===== config.mk =====
export PLATFORM = sky130hd
export DESIGN_NAME = nco_param_core
export DESIGN_NICKNAME = d
export VERILOG_FILES = /design/src/rtl/nco_param_core.sv
export SDC_FILE = /design/constraint.sdc
export NUM_CORES = 1
export LEC_CHECK = 0
export ABC_AREA = 1
export CORE_ASPECT_RATIO = 1.75
export CORE_MARGIN = 2
export CORE_UTILIZATION = 45
export CTS_CLUSTER_DIAMETER = 40
export CTS_CLUSTER_SIZE = 28
export DETAILED_ROUTE_END_ITERATION = 10
export PLACE_DENSITY_LB_ADDON = 0.2
export SLEW_MARGIN = 20
export SYNTH_ARGS = -nofsm -noshare
export SYNTH_HDL_FRONTEND = slang
export SYNTH_SLANG_ARGS = --single-unit
export TNS_END_PERCENT = 10

===== constraint.sdc =====
create_clock -name clk -period 6.4 [get_ports clk]
set_input_delay 0.64 -clock clk [delete_from_list [all_inputs] [get_ports clk]]
set_output_delay 0.64 -clock clk [all_outputs]
set_load 0.03 [all_outputs]

===== src/rtl/nco_param_core.sv =====
// nco_param_core: phase-accumulator NCO with quadrant
// folding, pipelined rotation-mode CORDIC and I/Q output.
module nco_param_core #(
  parameter int PHASE_W = 20,
  parameter int OUT_W   = 12,
  parameter int STAGES  = 12
) (
  input  logic               clk,
  input  logic               rst_n,
  input  logic               en,
  input  logic               fcw_ld,
  input  logic [PHASE_W-1:0] fcw,
  input  logic [PHASE_W-1:0] pofs,
  input  logic               phase_clr,
  input  logic               sel_sign,
  output logic               vld,
  output logic [OUT_W-1:0]   out_x,
  output logic [OUT_W-1:0]   out_y
);

  localparam int ZW  = OUT_W + 4;
  localparam int XW  = OUT_W + 2;
  localparam int AW  = ZW + 2;
  localparam int RW  = PHASE_W - 2;
  localparam int AMP = (1 << (OUT_W - 1)) - 2;

  // atan(2^-i) with pi/2 = 2^30, rescaled so pi/2 = 2^ZW
  function automatic logic [AW-1:0] atan_z(int i);
    longint t;
    case (i)
      0:  t = 536870912;
      1:  t = 316933406;
      2:  t = 167458907;
      3:  t = 85004756;
      4:  t = 42667331;
      5:  t = 21354465;
      6:  t = 10679838;
      7:  t = 5340245;
      8:  t = 2670163;
      9:  t = 1335087;
      10: t = 667544;
      11: t = 333772;
      12: t = 166886;
      13: t = 83443;
      14: t = 41722;
      15: t = 20861;
      default: t = 0;
    endcase
    return AW'((t + (longint'(1) << (29 - ZW))) >> (30 - ZW));
  endfunction

  // round(AMP / K), 1/K held as Q20 per stage count
  function automatic logic [XW-1:0] x0_calc(int n);
    longint ik;
    case (n)
      4:  ik = 638409;
      5:  ik = 637165;
      6:  ik = 636854;
      7:  ik = 636777;
      8:  ik = 636757;
      9:  ik = 636752;
      default: ik = 636751;
    endcase
    return XW'((longint'(AMP) * ik + longint'(524288)) >> 20);
  endfunction

  localparam logic signed [XW-1:0] X0   = x0_calc(STAGES);
  localparam logic signed [XW-1:0] MAXV = XW'((1 << (OUT_W - 1)) - 1);
  localparam logic signed [XW-1:0] MINV = -MAXV;
  localparam logic [OUT_W-1:0]     MSB  = {1'b1, {(OUT_W-1){1'b0}}};

  function automatic logic [OUT_W-1:0] sat(
    input logic signed [XW-1:0] v
  );
    logic signed [XW-1:0] t;
    t = v;
    if (v > MAXV)      t = MAXV;
    else if (v < MINV) t = MINV;
    return OUT_W'(t);
  endfunction

  logic [PHASE_W-1:0]   r_acc;
  logic [PHASE_W-1:0]   r_fcw;
  logic [PHASE_W-1:0]   r_p0;
  logic                 r_v0;
  logic signed [XW-1:0] r_x [0:STAGES];
  logic signed [XW-1:0] r_y [0:STAGES];
  logic signed [AW-1:0] r_z [0:STAGES];
  logic [1:0]           r_q [0:STAGES];
  logic [STAGES:0]      r_v;
  logic signed [XW-1:0] w_xn [1:STAGES];
  logic signed [XW-1:0] w_yn [1:STAGES];
  logic signed [AW-1:0] w_zn [1:STAGES];
  logic signed [AW-1:0] w_z0;
  logic signed [XW-1:0] w_mx;
  logic signed [XW-1:0] w_my;
  logic [OUT_W-1:0]     w_sx;
  logic [OUT_W-1:0]     w_sy;
  logic [OUT_W-1:0]     w_fmt;

  // FCW load, accumulator step/clear, phase issue
  always_ff @(posedge clk or negedge rst_n) begin
    if (!rst_n) begin
      r_fcw <= '0;
      r_acc <= '0;
      r_p0  <= '0;
      r_v0  <= 1'b0;
    end else begin
      if (fcw_ld) r_fcw <= fcw;
      if (phase_clr)  r_acc <= '0;
      else if (en)    r_acc <= r_acc + r_fcw;
      r_v0 <= en;
      if (en) r_p0 <= phase_clr ? pofs : r_acc + pofs;
    end
  end

  generate
    if (RW >= ZW) begin : g_trunc
      if (RW > ZW) begin : g_drop
        logic w_unused_lsb;
        assign w_unused_lsb = ^r_p0[RW-ZW-1:0];
      end
      assign w_z0 = {2'b00, r_p0[RW-1 -: ZW]};
    end else begin : g_ext
      assign w_z0 = {2'b00, r_p0[RW-1:0], {(ZW-RW){1'b0}}};
    end
  endgenerate

  for (genvar i = 0; i < STAGES; i++) begin : g_cordic
    localparam logic signed [AW-1:0] ATAN = atan_z(i);
    logic signed [XW-1:0] w_xs;
    logic signed [XW-1:0] w_ys;
    logic                 w_neg;
    assign w_xs  = r_x[i] >>> i;
    assign w_ys  = r_y[i] >>> i;
    assign w_neg = r_z[i][AW-1];
    assign w_xn[i+1] = w_neg ? r_x[i] + w_ys : r_x[i] - w_ys;
    assign w_yn[i+1] = w_neg ? r_y[i] - w_xs : r_y[i] + w_xs;
    assign w_zn[i+1] = w_neg ? r_z[i] + ATAN : r_z[i] - ATAN;
  end

  // Fold into CORDIC seed, then one micro-rotation per stage
  always_ff @(posedge clk or negedge rst_n) begin
    if (!rst_n) begin
      for (int i = 0; i <= STAGES; i++) begin
        r_x[i] <= '0;
        r_y[i] <= '0;
        r_z[i] <= '0;
        r_q[i] <= '0;
      end
      r_v <= '0;
    end else begin
      r_x[0] <= X0;
      r_y[0] <= '0;
      r_z[0] <= w_z0;
      r_q[0] <= r_p0[PHASE_W-1 -: 2];
      for (int i = 1; i <= STAGES; i++) begin
        r_x[i] <= w_xn[i];
        r_y[i] <= w_yn[i];
        r_z[i] <= w_zn[i];
        r_q[i] <= r_q[i-1];
      end
      r_v <= {r_v[STAGES-1:0], r_v0};
    end
  end

  // Quadrant map and symmetric saturation
  always_comb begin
    w_mx = r_x[STAGES];
    w_my = r_y[STAGES];
    unique case (r_q[STAGES])
      2'd0: begin
        w_mx = r_x[STAGES];
        w_my = r_y[STAGES];
      end
      2'd1: begin
        w_mx = -r_y[STAGES];
        w_my = r_x[STAGES];
      end
      2'd2: begin
        w_mx = -r_x[STAGES];
        w_my = -r_y[STAGES];
      end
      2'd3: begin
        w_mx = r_y[STAGES];
        w_my = -r_x[STAGES];
      end
    endcase
    w_sx = sat(w_mx);
    w_sy = sat(w_my);
  end

  assign w_fmt = sel_sign ? '0 : MSB;

  // Output register; holds last sample across bubbles
  always_ff @(posedge clk or negedge rst_n) begin
    if (!rst_n) begin
      vld   <= 1'b0;
      out_x <= '0;
      out_y <= '0;
    end else begin
      vld <= r_v[STAGES];
      if (r_v[STAGES]) begin
        out_x <= w_sx ^ w_fmt;
        out_y <= w_sy ^ w_fmt;
      end
    end
  end

endmodule


Word level (Yosys, flattened, before mapping):

Cells that the tools add are included.

* flip-flop bits (word level): 648
* input bits: 46
* output and inout bits: 25
* word-level logic and storage cells: 177

* add/subtract/negate cells: 67
* $lt $le $gt $ge: 4
* equality and inequality tests: 3
* muxes and demuxes: 42
* bitwise logic cells: 2
* reductions and logical operators: 2

Operator list (number)
* $mux W14: 22
* $mux W18: 10
* $pmux W14 S4: 2
* $mux W12: 5
* $mux W20: 3
* $add A20 B20 Y20: 2
* $add A14 B10 Y14: 2
* $add A14 B11 Y14: 2
* $add A14 B12 Y14: 2
* $add A14 B3 Y14: 2
* $add A14 B4 Y14: 2
* $add A14 B5 Y14: 2
* $add A14 B6 Y14: 2
* $add A14 B7 Y14: 2
* $add A14 B8 Y14: 2
* $add A14 B9 Y14: 2
* $gt A14 B12 Y1 const B: 2
* $lt A14 B12 Y1 const B: 2
* $neg A14 Y14: 2
* $sub A14 B10 Y14: 2
* $sub A14 B11 Y14: 2
* $sub A14 B12 Y14: 2
* $sub A14 B3 Y14: 2
* $sub A14 B4 Y14: 2
* other kinds (33): 40

Depth between registers and ports, before layout:

Gate-level depths: netlist (run 1).

* depth after elaboration: 6
* depth in mapped cells: 19
* mapped depth without buffers: 19

Least setup slack after synthesis (run 1):

OpenSTA, ideal clock, no wires.

* path type: reg2reg
* start point: reg r_z, in the netlist g_cordic[3].w_neg
* end point: reg r_x, in the netlist g_cordic[4].w_xs[9]
* library setup time: 0.126 ns
* arrival time: 2.940 ns
* data required time: 6.274 ns
* path slack: 3.334 ns
* stages on the path, launching flop included: 15
* path buffers: 1
* period minus slack after synthesis: 3.066 ns
* cell sequence: dfrtp_1 -> inv_1 -> buf_1 -> o21ai_0 -> xnor2_1 -> ha_1 -> a21oi_1 -> or2_2 -> nand3_1 -> a21boi_0 -> o21ai_0 -> a21oi_1 -> nor2_1 -> nor2_1 -> xor2_1

RTL lines
* start, declared: RTL line 88 `logic signed [AW-1:0] r_z [0:STAGES];`
* start signal, assigned by index: RTL line 160 `r_z[i] <= w_zn[i];`
* end signal, assigned by index: RTL line 158 `r_x[i] <= w_xn[i];`
* end, declared: RTL line 86 `logic signed [XW-1:0] r_x [0:STAGES];`

==> results of run 1 <==
[what timing repair did]
| item | in CTS | in global routing |
|---|---|---|
| endpoints found under the hold margin | 67 | 0 |
| buffers inserted | 0 | 0 |
| hold buffers | 1 | 0 |
[cell usage in the layout (no fill, tap or decap), drive strengths merged, types with 9 or more instances in the layout]
cell	n
o21ai	299
xnor2	125
dfrtp	603
buf	10
nor3	53
a21boi	18
o31ai	16
a31oi	23
fa	30
nand2	795
mux2	19
a221oi	9
clkinv	25
nand4	34
a21o	19
clkdlybuf4s50	69
a21oi	522
inv	513
nand3	202
clkbuf	87
ha	481
nor2	333
or2	15
a211oi	11
o21bai	22
o211ai	13
xor2	351
[sequential cells by signal, indices dropped and copies added, names as in the netlist, 10 cells and up]
signal	count
out_y	12
r_p0	18
g_cordic.w_neg	10
out_x	12
r_z	185
g_cordic.w_ys	67
r_x	76
r_y	78
r_v	13
r_acc	20
r_fcw	20
g_cordic.w_xs	64
r_q	26
[worst min path at each step]
stage	start	slack [ns]	cells after the start	to
floorplan	g_cordic[0].w_xs[1]$_DFF_PN0_	0.33	0	g_cordic[1].w_ys[0]$_DFF_PN0_
global placement	r_z[225]$_DFF_PN0_	0.33	0	r_z[207]$_DFF_PN0_
detailed placement	r_q[14]$_DFF_PN0_	0.33	0	r_q[12]$_DFF_PN0_
CTS	r_q[14]$_DFF_PN0_	0.33	0	r_q[12]$_DFF_PN0_
global route	r_q[14]$_DFF_PN0_	0.35	0	r_q[12]$_DFF_PN0_
finish	r_q[14]$_DFF_PN0_	0.33	0	r_q[12]$_DFF_PN0_
[metal layers]
layer,global-route usage (%),part of all wire [%]
met5,0,0
met4,17.93,8.7
met2,46.24,58
met3,2.875,2.8
met1,17.92,31
[kinds of logic (layout without fill, tap and decap cells)]
group / count (synthesis) / count (layout)
DFF: 603 / 603
xor gates and xnor gates: 476 / 476
and+or+nand+nor: 1450 / 1450
other: 1 / 1
adders and majority gates: 511 / 511
buffers and inverters: 537 / 719
AOI/OAI and AO/OA: 965 / 965
muxes: 19 / 19
[cell usage after synthesis (11+ instances only)]
cell      count  area (sq um)
nand2_1     791          2969
dfrtp_1     603         15090
a21oi_1     520          2603
inv_1       488          1832
ha_1        481          6018
xor2_1      351          3074
nor2_1      326          1224
o21ai_0     285          1426
nand3_1     199         996.0
xnor2_1     125          1095
nor3_1       53         265.3
nand4_1      34         212.7
fa_1         30         600.6
clkbuf_1     27         101.4
a31oi_1      23         143.9
o21bai_1     22         165.2
a21o_1       19         142.6
mux2_2       19         214.0
a21boi_0     18         135.1
o31ai_1      16         120.1
or2_2        15         93.84
o211ai_1     13         97.59
a211oi_1     11         82.58
[critical path, stage by stage, from the launching register on]
cell and delay [ns]:
dfrtp_1 0.75, clkinv_1 0.76, ha_1 0.62, nand3_1 0.10, nand2_1 0.12, a21oi_1 0.10
o21ai_0 0.34, a21boi_0 0.22, o21ai_0 0.39, a21oi_1 0.14, xor2_1 0.16
[cell type report]
class,count,area (sq um)
Clock buffer,87,2068
Clock inverter,58,686.9
Fill cell,8125,42560
Inverter,494,1854
Multi-Input combinational cell,3422,22240
Sequential cell,603,15090
Tap cell,1160,1451
Timing Repair Buffer,80,820.8
[per-stage QoR]
step           worst slack (ns)  utilization [%]  area (sq um)
2_1_floorplan             3.334                -         39390
3_3_place_gp              2.697            47.76         41450
3_5_place_dp              2.577            47.76         41450
4_1_cts                   2.583            50.95         44210
5_1_grt                   2.334            50.95         44210
6_report                  2.579            50.95         44210
==> impl_metrics.toml, run 1 <==
[synthesis]
synthMuxAreaShare_pct = 0.5431
synth_compound_area_share_pct = 13.26
ys_warn_count = 0
yosys.area_share.simple_pct = 15.25
synthAdderAreaFrac_pct = 16.80
synth_ff_type = "dfrtp_1"
async_flop_share_pct = 100.0
synth.distinct_cells = 53
synth_edf_count = 0
synth_cells = 4562
synth-seq-cells = 603
synth_top_family_by_area = "adder cells"
syn-mean-instance-area_sq_um = 8.635
synth_xor_area_share_pct = 10.58
syn-cell-area_sq_um = 39390
synth_fp_nets = 5119
ys_seq_area_share_pct = 38.30

[die]
placementRows = 143
dieArea_sq_um = 90020
start_util_pct = 45.40
fp.coreArea_sq_um = 86780
io_pins = 71
die_w_um = 227.7
fp.dieH_um = 395.4

[clock_network]
cts_buffers = 79
clk_latency_ns = 0.65
cts.clk_slew.worst_paths_ns = 0.06
root_buffer = "clkbuf_16"
clock_path_buffers = 3
cts_resized = 0
cts_sinks = 603
htree_levels = 3
cts_tree = "done"

[sta]
setup_tns_ns = 0
period_share_pct = 59.70
post-route-min-period_ns = 3.821
finalSetupViolCount = 0
hold_slack_ns = 0.3310
slew_headroom_pct = 20.40
worstMarginPinSlew_ns = 1.182
finalHoldViolCount = 0
slew_viol_final = 0
rsz0062_at_grt = "false"
fmax_mhz = 261.7
finClkSkew_ns = 0.02099

[global_routing]
grt_pass1_vias = 32174
grt_pass1_wl_mm = 157.7
antenna_found_initial = 0
grt_max_degree = 168
grt_overflow = 0
grt_usage_pct = 22.45

[route]
firstDrtPassIters = 6
routed_wirelength_mm = 98.49
drt_iter0_drc = 1220
vias_per_cell = 5.263
vias = 31073
ant_nets = 0
detail_route.wl_per_cell_um = 16.68
drc = 0

[place]
dp.cells = 5758
gp_congestion = 0.9393
dp_hpwl_mm = 78.36
numPortBuffers = 70

[setup_path]
crit_start = "g_cordic[6].w_neg$_DFF_PN0_"
reg2reg_slack_ns = 2.58
startpoint_type = "register"
r2r-end = "r_z[105]$_DFF_PN0_"
critPathCaptureType = "register"
crit_path_end = "r_z[105]$_DFF_PN0_"
critical_path_peak_fanout = 21
r2r-start = "g_cordic[6].w_neg$_DFF_PN0_"
arrival_ns = 4.36
required_ns = 6.93
worstSetupPathType = "reg -> reg"
worst-r2r-cell-count = 10

[hold_path]
hold_path.class = "reg -> reg"

[run_status]
status = "complete, no violations"

[finish]
post_layout_nonfiller_instances = 5904
nets = 5237
num_antenna_cells = 0
layout-drive-gt1-share_pct = 4.469
syn2layout_area_growth_pct = 12.23

[job]
maxCapViolCount = 0
Power of run 1 is left out: the tool's default activity adds up to more than one toggle a clock period on the data nets, which glitch-free logic cannot reach.
==> run 2, diff against run 1 <==
clock period = 4 ns   (was 6.4 ns; I/O delays follow)
==> run 2 against run 1 <==
  * Fmax rose by 12%
  * Wire length is 2.4% lower
  * Cell area about the same
  * Critical path depth rose by 4
  * Cell count increased by 0.25%
  * Utilization barely moved
  * Hold slack got worse by 0.016 ns
  * First-iteration DRC count down 4.1%
  * Via count down 0.75%
  * Highest routed layer unchanged
==> impl_metrics.toml, run 2 (synthesis results as in run 1) <==
[run_status]
status = "complete, no violations"

[route]
drt_iter0_drc = 1170
routed_wirelength_mm = 96.14
drc = 0
vias = 30839
ant_nets = 0
vias_per_cell = 5.210
firstDrtPassIters = 7
detail_route.wl_per_cell_um = 16.24

[place]
gp_congestion = 0.9441
numPortBuffers = 70
dp_hpwl_mm = 77.46
dp.cells = 5783

[setup_path]
critical_path_peak_fanout = 28
worst-r2r-cell-count = 14
required_ns = 4.52
r2r-start = "g_cordic[8].w_neg$_DFF_PN0_"
arrival_ns = 3.92
worstSetupPathType = "reg -> reg"
critPathCaptureType = "register"
startpoint_type = "register"
crit_start = "g_cordic[8].w_neg$_DFF_PN0_"

[finish]
post_layout_nonfiller_instances = 5919
final_common_cell = "nand2_1"
final_cell_mix = "nand2_1, dfrtp_1, a21oi_1"
syn2layout_area_growth_pct = 12.15
top_register = "r_z"
biggestRegsByFlops = "r_z: 185 flops, r_y: 78 flops, r_x: 76 flops"
largest_reg_flops = 185
nets = 5256
final_util_pct = 50.91
num_antenna_cells = 0
layout-drive-gt1-share_pct = 4.665
nFillCells = 8298

[sta]
slew_headroom_pct = 35.61
finalSetupViolCount = 0
fmax_mhz = 294.0
rsz0062_at_grt = "false"
slew_viol_final = 0
finalHoldViolCount = 0
finClkSkew_ns = 0.02609
worstMarginPinSlew_ns = 0.9628
post-route-min-period_ns = 3.401
setup_tns_ns = 0
period_share_pct = 85.03

[die]
placementRows = 143
die_w_um = 227.7
fp.coreArea_sq_um = 86780
fp.dieH_um = 395.4
dieArea_sq_um = 90020
start_util_pct = 45.40
io_pins = 71

[global_routing]
grt_pass1_wl_mm = 155.6
grt_pass1_vias = 31786
grt_max_degree = 110
grt_overflow = 0
grt_usage_pct = 21.99
antenna_found_initial = 0

[clock_network]
cts_tree = "done"
clk_latency_ns = 0.65
cts.clk_slew.worst_paths_ns = 0.06
cts_sinks = 603
cts_buffers = 73
htree_levels = 3
clock_path_buffers = 3
cts_resized = 0
cts_setup_buffers = 0
root_buffer = "clkbuf_16"

[hold_path]
hold_path.class = "in -> reg"
hold_depth = 3
hp-start = "fcw[19]"

[job]
maxCapViolCount = 0
## run 2: final timing paths
kind                                                 end  slack (ns)
min reg2reg                            r_q[13]$_DFF_PN0_        0.34
max reg2reg                g_cordic[9].w_xs[3]$_DFF_PN0_        0.60
min in group asynchronous              r_z[51]$_DFF_PN0_        0.33
max                        g_cordic[9].w_xs[3]$_DFF_PN0_        0.60
max in group asynchronous           out_x[5]$_DFFE_PN0P_        2.59
min                                r_fcw[19]$_DFFE_PN0P_        0.31
## run 2: timing repair
| item | in CTS | in global routing |
|---|---|---|
| hold buffers | 1 | 0 |
| endpoints found under the hold margin | 60 | 0 |
| setup endpoints to repair | 0 | 0 |
## run 2: area by class of cell
class | count | area (sq um) | area share, %
Sequential cell | 603 | 15090 | 34.16
Clock inverter | 54 | 644.4 | 1.459
Inverter | 494 | 1854 | 4.197
Tap cell | 1160 | 1451 | 3.285
Timing Repair Buffer | 105 | 1033 | 2.339
Clock buffer | 81 | 1867 | 4.226
Multi-Input combinational cell | 3422 | 22240 | 50.34
## run 2: through the flow
step / setup WS (ns) / hold WS [ns] / area (sq um)
floorplan: 0.9343 / 0.1044 / 39390
global placement: 0.6595 / 0.3312 / 41660
detailed placement: 0.6916 / 0.3347 / 41660
CTS: 0.6692 / 0.2528 / 44180
global route: 0.2950 / 0.3229 / 44180
finish: 0.5988 / 0.3149 / 44180
## run 2: routing by layer
metal  share of wire (%)  track usage, %  vias to the layer above  routed length [um]
met4                 7.7           15.48                        0                7418
met5                   0               0                        -                   0
met3                 2.6           2.622                      293                2497
met1                  32           18.49                    14444               30810
met2                  58           45.33                      555               55410
li1                    -               -                    15547                   -
## run 2: critical path, stage by stage (launching register included)
cell and delay [ns]:
dfrtp_1 0.62, inv_1 0.55, nor2_1 0.45, inv_1 0.09
nand2_1 0.08, inv_1 0.05, ha_1 0.35, a21oi_1 0.08
o21ai_0 0.20, a21oi_1 0.10, o21ai_0 0.29, a21oi_1 0.11
nor2_1 0.11, nor2_1 0.06, xor2_1 0.13
Power of run 2 is left out for the same reason.
